==> src/rtl/uart_fifo16.sv <==
// 16 x 8 first-word-fall-through FIFO for the UART 16550 TX/RX paths, with registered
// underrun/overrun pulses and a fill-level trigger. Define FIFO_LEVEL_OUT_EN to expose the fill count.
module uart_fifo16 #(
  parameter int WIDTH = 8,
  parameter int DEPTH = 16
) (
  input  logic             clk,
  input  logic             rst,
  input  logic             en,
  input  logic             push_in,
  input  logic             pop_in,
  input  logic [WIDTH-1:0] din,
  input  logic [3:0]       threshold,
  output logic [WIDTH-1:0] dout,
  output logic             empty,
  output logic             full,
  output logic             underrun,
  output logic             overrun,
  output logic             thre_trig
`ifdef FIFO_LEVEL_OUT_EN
  ,
  output logic [4:0]       level
`endif
);

  logic [WIDTH-1:0] mem_q [DEPTH];
  logic [WIDTH-1:0] mem_d [DEPTH];
  logic [3:0]       rptr_q, rptr_d;
  logic [3:0]       wptr_q, wptr_d;
  logic [4:0]       count_q, count_d;
  logic             underrun_q, underrun_d;
  logic             overrun_q, overrun_d;
  logic             push_ok, pop_ok;

  assign empty     = (count_q == 5'd0);
  assign full      = (count_q == 5'(DEPTH));
  assign dout      = mem_q[rptr_q];
  assign underrun  = underrun_q;
  assign overrun   = overrun_q;
  assign thre_trig = (count_q >= {1'b0, threshold}) && (count_q != 5'd0);
`ifdef FIFO_LEVEL_OUT_EN
  assign level     = count_q;
`endif

  always_comb begin
    push_ok    = en & push_in & ~full;
    pop_ok     = en & pop_in & ~empty;
    mem_d      = mem_q;
    rptr_d     = rptr_q;
    wptr_d     = wptr_q;
    count_d    = count_q;
    underrun_d = en & pop_in & empty;
    overrun_d  = en & push_in & full;
    if (push_ok) begin
      mem_d[wptr_q] = din;
      wptr_d        = wptr_q + 4'd1;
    end
    if (pop_ok) begin
      rptr_d = rptr_q + 4'd1;
    end
    // Pointers wrap naturally at 4 bits; count only moves when exactly one side succeeds.
    case ({push_ok, pop_ok})
      2'b10:   count_d = count_q + 5'd1;
      2'b01:   count_d = count_q - 5'd1;
      default: count_d = count_q;
    endcase
  end

  always_ff @(posedge clk) begin
    if (rst) begin
      for (int i = 0; i < DEPTH; i++) begin
        mem_q[i] <= '0;
      end
      rptr_q     <= '0;
      wptr_q     <= '0;
      count_q    <= '0;
      underrun_q <= 1'b0;
      overrun_q  <= 1'b0;
    end else begin
      mem_q      <= mem_d;
      rptr_q     <= rptr_d;
      wptr_q     <= wptr_d;
      count_q    <= count_d;
      underrun_q <= underrun_d;
      overrun_q  <= overrun_d;
    end
  end

endmodule

==> config.mk <==
export PLATFORM = sky130hd
export DESIGN_NAME = uart_fifo16
export DESIGN_NICKNAME = d
export VERILOG_FILES = /design/src/rtl/uart_fifo16.sv
export SDC_FILE = /design/constraint.sdc
export NUM_CORES = 1
export LEC_CHECK = 0
export BUFFER_PORTS_ARGS = -buffer_cell sky130_fd_sc_hd__clkbuf_2
export CORE_ASPECT_RATIO = 0.75
export CORE_UTILIZATION = 55
export DETAILED_ROUTE_END_ITERATION = 7
export GPL_ROUTABILITY_DRIVEN = 1
export PLACE_DENSITY = 0.74
export SLEW_MARGIN = 10
export SYNTH_ARGS = -nofsm -noshare
export SYNTH_HDL_FRONTEND = slang
export SYNTH_SLANG_ARGS = --single-unit
export TNS_END_PERCENT = 20
==> constraint.sdc <==
create_clock -name clk -period 6.94 [get_ports clk]
set_input_delay 0.694 -clock clk [delete_from_list [all_inputs] [get_ports clk]]
set_output_delay 0.694 -clock clk [all_outputs]
set_load 0.1 [all_outputs]
# Word level (Yosys, flattened, before mapping)
# Index checks and enable logic that the tools add are counted.
# word_totals
output_inout_bits,13
mem_count,0
inputBits,17
latchBits,0
elab_cells,54
rom_bits,0
ram_bits,0
reg_bits,143
# classes
n_mux,7
div_mod_pow,0
n_lt_le_gt_ge,4
multipliers,0
add_sub_neg,4
reduce_logical,5
eq_ne,3
n_bitwise,10
shifts,0
# ops
op,n
bitwise mux 128 bit,1
binary-select mux 8 bit (select 4 bit),1
demux 8 bit (select 4 bit),1
2-to-1 mux 8 bit,3
"greater-or-equal comparator 5 bit, second input constant",2
NOT 4 -> 5 bit,2
case mux 5 bit (2 select lines),1
"adder 4 x 1 -> 4 bit, second input constant",2
bitwise AND 1 bit,6
"adder 5 x 1 -> 5 bit, second input constant",1
"== test 5 bit, second input constant",1
greater-or-equal comparator 5 x 4 -> 1 bit,1
zero test 5 bit,1
"< comparator 5 x 1 -> 1 bit, second input constant",1
nonzero test 5 bit,1
"subtractor 5 x 1 -> 5 bit, second input constant",1
"== test 2 x 1 -> 1 bit, second input constant",1
"== test 2 bit, second input constant",1
logical AND 1 bit,2
NOT 1 bit,2
nonzero test 2 bit,1

# Logic depth before layout (Yosys ltp)
# Gate-level depths: netlist of the first run.
# depth
depth_word,6
ltp_mapped,13
ltp_nobuf,11

# Least setup slack after synthesis of the first run
# Ideal clock, no wire load.
# synth_path
path_type,flip-flop to output port
start,register count_q[1]
end,output thre_trig
path_buffers,1
stages_incl_launch_ff,5
required_time_ps,6246
arrival_time_ps,4332
setup_slack_ps,1914
cell_sequence,dfxtp_1 > clkbuf_2 > or3_4 > nor3_1 > a21oi_1
# synth_between
elab_chain_len,2
word_cells_on_any_way,3
cone_classes,order compare: 1; reduce/logical: 2
# synth_lines
item,line,text
from (decl),30,"logic [4:0] count_q, count_d;"
from (signal assigned),83,count_q <= count_d;
greater-or-equal comparator 5 x 4 -> 1 bit / nonzero test 5 bit (equally long branches),40,"assign thre_trig = (count_q >= {1'b0, threshold}) && (count_q != 5'd0);"
logical AND 1 bit (*),40,
to (decl),19,output logic thre_trig
# Every way passes the cells marked *; elsewhere a longest branch is shown, timed or not.

# Final worst setup path of the first run
# layout_path
start,register rptr_q[2]
end,output dout[3]
# layout_between
elab_chain_len,4
# layout_lines
item,line,text
from (decl),28,"logic [3:0] rptr_q, rptr_d;"
from (signal assigned),81,rptr_q <= rptr_d;
NOT 4 -> 5 bit (not written as such),37,assign dout = mem_q[rptr_q];
binary-select mux 8 bit (select 4 bit),37,
2-to-1 mux 8 bit (not written as such) (2 in series),37,
to (decl),14,"output logic [WIDTH-1:0] dout,"
# Every way passes these cells. The select of a mux whose other input is x is not followed.

==> results, run 1 <==
- The flow ran to the end, and the final reports show no timing, DRC or antenna violations.
- The TritonCTS buffer count is 17.
- In this run the remaining antenna-violating nets after routing total 0.
- After clock tree synthesis, the repair step resized 0 gates.
- The first global-routing pass estimated 27.1 mm of wire.
- VDD sags by at most 187 uV.
- The number of antenna violations at the first check in global routing is 0.
- The tool flagged a number of max-cap violations equal to 0.
- The clock root buffer master is sky130_fd_sc_hd__clkbuf_16.
- In the final routing, the length of wire on met1 measures 7.18 mm.
- Data on the critical path is required at its endpoint by 6.25 ns.
- The arithmetic-cell share of the synthesized area counting full adders, half adders and majority gates is 0.0229.
- The transition at the pin with the smallest max-transition slack is 1.26 ns.
- The Yosys step of the flow raised 0 warnings.
- The post-route minimum period is 3.77 ns.
- Setup repair after global routing left no endpoint under its margin.
- In this run, post-CTS hold repair placed 0 buffers.
- The areal power density over the cells is 274 nW/um^2.
- The total nets after synthesis is 762.
- The biggest area contributor in the post-synthesis netlist is sky130_fd_sc_hd__dfxtp_1.
- In the final layout, the share of cells above drive strength 1 is 0.137.
- The met2 wire length is 7.96 mm.
- The multiplexer area fraction after synthesis is 0.207.
- The worst setup path is launched from a register.
- The total met3 wirelength after detailed routing is 1.28 mm.
- The number of inserted filler cells in the final layout is 958.
- Detailed placement finished with a half-perimeter wire length of 10.7 mm.
- Of the post-synthesis cell area, the dominant cell type holds 0.436.
- The number of buffers between clock root and the deepest sink is 2.
- The H-tree generated during clock tree synthesis spans 4 levels.
- The total placed instance area is 6730 sq um.
- The analysis attributes to cell leakage a power of 0.00248 uW.
- Entering global routing, the biggest net connects 80 pins.
- The post-route clock skew is 0.00910 ns.
- The signed area change from the synthesized netlist to the final layout is 12.4%.
- The starting density of the core is 0.566.
- The count of boundary I/O pins is 30.
- The y dimension of the die is 96.6 microns.
- The startpoint identified for the worst register-to-register timing path is count_q[2].
- The count of flip-flops with a built-in enable after synthesis is 0.
- For the final routed database, the setup TNS stands at 0 ns.
- The main combinational cell family by area after synthesis is multiplexers.
- The arrival time of data at the critical path endpoint is 3.07 ns.
- Timing would allow up to 265 MHz.
- By startpoint and endpoint, the worst setup path is classified as reg -> out.
- Synthesis inferred 143 register bits.
- The summed instance area of the synthesized netlist is 6570 sq um.
- Routed signal wires occupy layers up through met4.
- For this run the aggregate overflow at the end of global routing stands at 0.
- The total DRC errors in the routed layout is 0.
- The final cell area excluding filler cells is 7380 sq um.
- The type of the tightest min-delay check is reg -> reg.
- The number of endpoints with negative hold slack in the final report was 0.
- Along the worst path, the maximum fanout reaches 16.
- The via count is 5341.
- The fraction of the mapped netlist area in compound gates came to 0.109.
- The kind of end point of the critical path is an output port.
- In this run, distinct cell masters in the synthesized netlist total 41.
- The via count of the first global-routing pass is 5107.
- The iteration-0 DRC count of the detailed router is 495.
- Clock tree synthesis found a total of 143 sinks.
- The first-pass detailed-route iteration total is 5.
- The instance count of the mapped netlist is 733.
- The core region is 11600 sq um.
- TritonCTS built the clock tree.
- The max-slew violation count is 0.
- The repair_antennas step left the layout with diodes totalling 0.
- After clock tree synthesis, the clock-pin slew on the worst setup and hold paths is 0.06 ns.
- The routed wire length is 17.0 mm.
- The launch instance of the worst min-delay path is mem_q[14].
- The number of rows created at floorplan is 34.
- The number of post-CTS setup repair buffers is 0.
- The clock reaches the later pin of the worst-skew pair after 0.42 ns.
- Of the total synthesized cell area, the portion taken by XOR and XNOR cells is 0.0147.
- Buffers placed on the I/O ports in this run total 29.
- The share of the yosys chip area belonging to registers is 0.436.
- The routed wire length per instance is 18.7 microns.
- The global-route total usage across every layer is 0.286.
- By area the synthesized netlist is led by sky130_fd_sc_hd__dfxtp_1, sky130_fd_sc_hd__mux2i_1, sky130_fd_sc_hd__nand2_1, sky130_fd_sc_hd__a21oi_1, sky130_fd_sc_hd__mux4_2.
- The final setup violation count is 0.
- The tightest slew margin relative to the limit is 0.160.
- The congestion estimate from routability-driven global placement came to 0.860.
- At the end of the flow, the number of nets in the layout was 762.
- For this run, asynchronously set or reset flops after synthesis account for 0.
- The fraction of the cycle the final worst path needs is 0.543.
- The startpoint of the worst setup timing path is rptr_q[2].
- The most used flip-flop cell after synthesis is sky130_fd_sc_hd__dfxtp_1.
- The post-synthesis simple-gate area fraction is 0.173.
- The per-instance average area after synthesis is 8.96 sq um.
- The die covers 12400 sq um.
- The number of vias per cell is 5.88.
- The floorplan step set the die width to 128 microns.
[final cells by class]
| type | instances | area (sq um) | area share |
|---|---|---|---|
| clock buffers | 23 | 498 | 0.0675 |
| clock inverters | 9 | 154 | 0.0209 |
| inverters | 8 | 30.0 | 0.00407 |
| multi-input cells | 531 | 3460 | 0.469 |
| flip-flops and latches | 143 | 2860 | 0.388 |
| well taps | 162 | 203 | 0.0275 |
| repair buffers | 32 | 170 | 0.0231 |
[power by group]
group	switching (uW)	total (uW)	internal, uW
sequential	10.4	840	830
combinational	134	185	51.4
clock	348	997	649
total	492	2020	1530
[synth_stat cells (2+ instances only)]
master                     number
sky130_fd_sc_hd__inv_1          8
sky130_fd_sc_hd__nor2_4         4
sky130_fd_sc_hd__a22oi_1       10
sky130_fd_sc_hd__nor3_1         2
sky130_fd_sc_hd__clkbuf_1      33
sky130_fd_sc_hd__xor2_1         4
sky130_fd_sc_hd__nor2b_1        9
sky130_fd_sc_hd__nor2_2         4
sky130_fd_sc_hd__xnor2_1        7
sky130_fd_sc_hd__mux4_2        16
sky130_fd_sc_hd__ha_1          12
sky130_fd_sc_hd__buf_2         17
sky130_fd_sc_hd__nand2b_1       2
sky130_fd_sc_hd__or3_1          2
sky130_fd_sc_hd__a21oi_1       78
sky130_fd_sc_hd__o21ai_0       19
sky130_fd_sc_hd__a221oi_1       8
sky130_fd_sc_hd__mux2_2         8
sky130_fd_sc_hd__and2_1         2
sky130_fd_sc_hd__dfxtp_1      143
sky130_fd_sc_hd__nand2_1      146
sky130_fd_sc_hd__or2_1          4
sky130_fd_sc_hd__nand3_1        4
sky130_fd_sc_hd__mux2i_1       91
sky130_fd_sc_hd__nor2_1        84
[metrics by stage]
step           instances  power [uW]  utilization  worst slack [ns]  hold slack, ns
2_1_floorplan        733        1000            -              1.91           0.433
3_3_place_gp         876        1040        0.579              3.86           0.438
3_5_place_dp         876        1040        0.579              3.76           0.444
4_1_cts              908        2030        0.635              3.29           0.452
5_1_grt              908        2080        0.635              3.05           0.471
6_report             908        2020        0.635              3.17           0.454
[registers in the layout, summed over array words and instances, names as in the netlist]
register  count
rptr_q        4
count_q       5
wptr_q        4
underrun      1
overrun       1
mem_q       128
[metal layers]
layer,track usage,vias up
met2,0.451,237
met4,0.126,0
met1,0.379,2552
met5,0,-
li1,-,2506
met3,0.0564,46
[cell usage in the layout (no fill, tap or decap), types with 2 or more instances in the layout]
master                       Yosys  layout
sky130_fd_sc_hd__clkbuf_8        0       5
sky130_fd_sc_hd__nor3_1          2       2
sky130_fd_sc_hd__buf_4           0       4
sky130_fd_sc_hd__nand2_1       146     146
sky130_fd_sc_hd__mux2_2          8       8
sky130_fd_sc_hd__or2_1           4       4
sky130_fd_sc_hd__clkbuf_2        1      28
sky130_fd_sc_hd__nor2_2          4       4
sky130_fd_sc_hd__clkbuf_16       0      17
sky130_fd_sc_hd__xnor2_1         7       7
sky130_fd_sc_hd__nand3_1         4       4
sky130_fd_sc_hd__nor2_4          4       4
sky130_fd_sc_hd__nor2b_1         9       9
sky130_fd_sc_hd__clkinvlp_4      0       2
sky130_fd_sc_hd__nand2b_1        2       2
sky130_fd_sc_hd__bufinv_16       0       4
sky130_fd_sc_hd__a21oi_1        78      78
sky130_fd_sc_hd__nor2_1         84      84
sky130_fd_sc_hd__clkinv_2        0       2
sky130_fd_sc_hd__o21ai_0        19      19
sky130_fd_sc_hd__or3_1           2       2
sky130_fd_sc_hd__inv_1           8       8
sky130_fd_sc_hd__dfxtp_1       143     142
sky130_fd_sc_hd__xor2_1          4       4
sky130_fd_sc_hd__mux4_2         16      16
sky130_fd_sc_hd__ha_1           12      12
sky130_fd_sc_hd__and2_1          2       2
sky130_fd_sc_hd__a221oi_1        8       8
sky130_fd_sc_hd__mux2i_1        91      91
sky130_fd_sc_hd__a22oi_1        10      10
[final timing paths]
path                              endpoint  slack (ns)  cells past startpoint
worst max-delay path               dout[3]        3.17                      5
worst min-delay path             mem_q[14]        0.45                      2
worst max register to register  count_q[4]        4.03                     10
worst min register to register   mem_q[14]        0.45                      2
[critical path: stages, from the launching register on]
cell                       delay (ns)
sky130_fd_sc_hd__dfxtp_1         0.58
sky130_fd_sc_hd__nor2b_1         1.04
sky130_fd_sc_hd__a221oi_1        0.30
sky130_fd_sc_hd__a22oi_1         0.24
sky130_fd_sc_hd__nand2_1         0.11
sky130_fd_sc_hd__clkbuf_2        0.38
[logic make-up after synthesis]
group | after synthesis
AO/OA/AOI/OAI | 123
XOR/XNOR | 11
adder cells (fa/ha/maj) | 12
buffers and inverters | 59
flip-flops | 143
multiplexers | 115
AND/OR/NAND/NOR | 270
Note: power is estimated with default switching activity, not from simulation.
==> run 2, diff against run 1 <==
==> constraint.sdc (replaced) <==
create_clock -name clk -period 3.51 [get_ports clk]
set_input_delay 0.351 -clock clk [delete_from_list [all_inputs] [get_ports clk]]
set_output_delay 0.351 -clock clk [all_outputs]
set_load 0.1 [all_outputs]
==> run 2 against run 1 <==
Sequential cell count is the same. Worst hold slack got worse by 0.27 ns. First-iteration DRC count shrank 15%. Clock power grew 82%. Core utilization is 0.16 points lower. Global-route usage is 0.73 points lower. Via count down 1.4%. Non-clock buffer count increased by 3. Critical path depth is the same. Largest cell class unchanged.
==> results, run 2 (synthesized netlist as in run 1, its figures left out) <==
- The flow ran to the end, and the final reports show no timing, DRC or antenna violations.
- The worst setup path is launched from a register.
- The ratio of cells with drive above 1 in the final layout was 0.138 (+0.00116).
- The setup path with the least slack is of type reg -> out.
- The number of buffers between clock root and the deepest sink is 2 (unchanged).
- The first-pass detailed-route iteration total was 6 (+1).
- The highest ir drop seen on vdd is 412 uV (+120%).
- The critical path data required time came to 3.16 ns (-3.09 ns).
- The CTS tree is yes.
- The starting density of the core was 0.566 (unchanged).
- The power dissipated by switching net loads is 945 uW (+92%).
- The maximum frequency from static timing analysis is 331 MHz.
- The internal power summed over all cells is 2900 uW (+89%).
- The final RePlAce weighted congestion is 0.824 (-4.2%).
- The number of inserted filler cells in the final layout was 937 (-2.2%).
- The via count is 5266 (-1.4%).
- The global-route total usage across every layer came to 0.279 (-0.00729).
- The number of endpoints with negative hold slack in the final report is 0 (unchanged).
- The final hold slack came to 0.188 ns (-0.266 ns).
- The source of the worst register-to-register timing path is count_q[0].
- The flip-flop count of the largest register after layout is 128 (unchanged).
- The iteration-0 DRC count of the detailed router is 419 (-15%).
- The max-slew violation count is 0 (unchanged).
- The clock edge transition at the registers on the reported setup and hold paths is 0.05 ns (about the same).
- The count of boundary I/O pins was 30 (unchanged).
- The static power due to leakage is 0.00248 uW (-0.17%).
- The register with the most flip-flops in the final layout is mem_q.
- The final HPWL from detailed placement was 10.4 mm (-2.2%).
- The hold-fix buffer count after cts came to 0 (unchanged).
- STA classifies the critical path endpoint as an output port.
- The switching share of total power is 0.246 (+0.00260).
- The tightest slew margin relative to the limit came to 0.258 (+0.0976).
- The count of input and output buffers is 29 (unchanged).
- The largest net degree at the start of global routing is 108 (+35%).
- The final cell area excluding filler cells is 7360 sq um (-0.25%).
- The transition at the pin with the smallest max-transition slack is 1.11 ns (-0.144 ns).
- The clock latency on the worst-skew pair is 0.42 ns (about the same).
- The fraction of the cycle the final worst path needs is 0.861.
- The worst hold path stage count is 3 (+1).
- The register cell area after layout came to 2860 sq um (unchanged).
- The post-route clock skew is 0.00677 ns (-0.00233 ns).
- The clock net sink count is 143 (unchanged).
- The path with the worst hold slack has its endpoint at overrun.
- Setup repair after global routing left no endpoint under its margin.
- The die area is 12400 sq um (unchanged).
- The combinational fraction of design power is 0.097 (+0.006).
- The total inserted antenna cells is 0 (unchanged).
- The area used by multi-input combinational logic was 3470 sq um (+0.14%).
- The total DRC errors in the routed layout is 0 (unchanged).
- The via count of the first global-routing pass is 4960 (-2.9%).
- Clock tree synthesis selected as its root buffer the cell sky130_fd_sc_hd__clkbuf_16.
- The worst reg2reg path depth is 11 (+1).
- The number of nets still failing antenna checks after routing came to 0 (unchanged).
- The total negative setup slack is 0 ns (unchanged).
- The number of vias per cell is 5.79 (-1.5%).
- The post-route minimum period is 3.02 ns.
- From synthesis to final layout, the design area changed by 12.1%.
- The worst register-to-register path ends at count_q[4].
- The areal power density over the cells is 522 nW/um^2 (+90%).
- The number of post-CTS setup repair buffers was 0 (unchanged).
- The final setup violation count was 0 (unchanged).
- The total placed instance area is 6770 sq um (+0.60%).
- The portion of total power attributed to sequential cells was 0.433 (+0.018).
- The routed wire length is 16.6 mm (-2.0%).
- The area inside the core boundary is 11600 sq um (unchanged).
- The first-pass GRT wire length is 25.9 mm (-4.4%).
- The largest registers in the layout are mem_q x128, count_q x5.
- The post-cts resize count was 0 (unchanged).
- In the layout the commonest cells are sky130_fd_sc_hd__nand2_1, sky130_fd_sc_hd__dfxtp_1, sky130_fd_sc_hd__mux2i_1, sky130_fd_sc_hd__nor2_1, sky130_fd_sc_hd__a21oi_1.
- The reg-to-reg setup timing slack is 0.65 ns (-3.38 ns).
- The number of antenna violations at the first check in global routing is 0 (unchanged).
- The clock network fraction of design power is 0.470 (-0.023).
- The final-stage net count came to 765 (+0.39%).
- The y dimension of the die is 96.6 microns (unchanged).
- The library cell used most frequently in the layout, excluding fill and tap cells, is sky130_fd_sc_hd__nand2_1.
- The residual overflow from global routing came to 0 (unchanged).
- The type of the tightest min-delay check is in -> reg.
- The maximum net fanout on the critical path is 12 (-4).
- The launch instance of the worst min-delay path is push_in.
- The routed wire length per instance is 18.3 microns (-2.1%).
- The total number of H-tree levels was 4 (unchanged).
- The arrival time of data at the critical path endpoint is 2.67 ns (-0.40 ns).
- The die width is 128 microns (unchanged).
- The max-cap check violation count came to 0 (unchanged).
- The TritonCTS buffer count is 17 (unchanged).
- The number of rows created at floorplan came to 34 (unchanged).
-- run 2: how the worst max path moves through the flow --
| stage | startpoint | to | cells after the start |
|---|---|---|---|
| 2_1_floorplan | count_q[1] | thre_trig | 4 |
| 3_3_place_gp | count_q[0] | count_q[4] | 11 |
| 3_5_place_dp | count_q[0] | count_q[4] | 11 |
| 4_1_cts | rptr_q[1] | dout[3] | 5 |
| 5_1_grt | rptr_q[1] | dout[6] | 6 |
| 6_report | rptr_q[1] | dout[3] | 5 |
-- run 2: final cells by class --
class                   instances  area share
repair buffers                 35      0.0279
clock inverters                 5      0.0105
inverters                       8     0.00408
flip-flops and latches        143       0.389
multi-input cells             531       0.471
clock buffers                  25      0.0700
well taps                     162      0.0275
-- run 2: metal layers --
metal	GRT usage	vias up	routed length, microns
met5	0	-	0
met4	0.133	0	441
met3	0.0625	35	1260
met2	0.427	179	7650
met1	0.372	2542	7270
li1	-	2510	-
-- run 2: critical path, cell delays in order (launching register included) --
cell                       delay [ns]
sky130_fd_sc_hd__dfxtp_1         0.74
sky130_fd_sc_hd__buf_4           0.34
sky130_fd_sc_hd__mux4_2          0.51
sky130_fd_sc_hd__a22oi_1         0.18
sky130_fd_sc_hd__nand2_1         0.10
sky130_fd_sc_hd__clkbuf_2        0.38
-- run 2: power groups by stage --
| stage | clock network, uW | logic, uW | registers, uW |
|---|---|---|---|
| 6_report | 1810 | 374 | 1660 |
| 4_1_cts | 1820 | 372 | 1660 |
| 3_3_place_gp | 0 | 362 | 1700 |
| 5_1_grt | 1890 | 397 | 1670 |
| 2_1_floorplan | 0 | 292 | 1690 |
| 3_5_place_dp | 0 | 370 | 1700 |
-- run 2: metrics by stage --
| step | util | cells | total power [uW] | setup WS, ns |
|---|---|---|---|---|
| after CTS | 0.634 | 909 | 3860 | 0.464 |
| after floorplan | - | 733 | 1980 | 0.125 |
| after global placement | 0.583 | 879 | 2060 | 0.778 |
| final | 0.634 | 909 | 3840 | 0.487 |
| after detailed placement | 0.583 | 879 | 2070 | 0.697 |
| after global routing | 0.634 | 909 | 3950 | 0.307 |
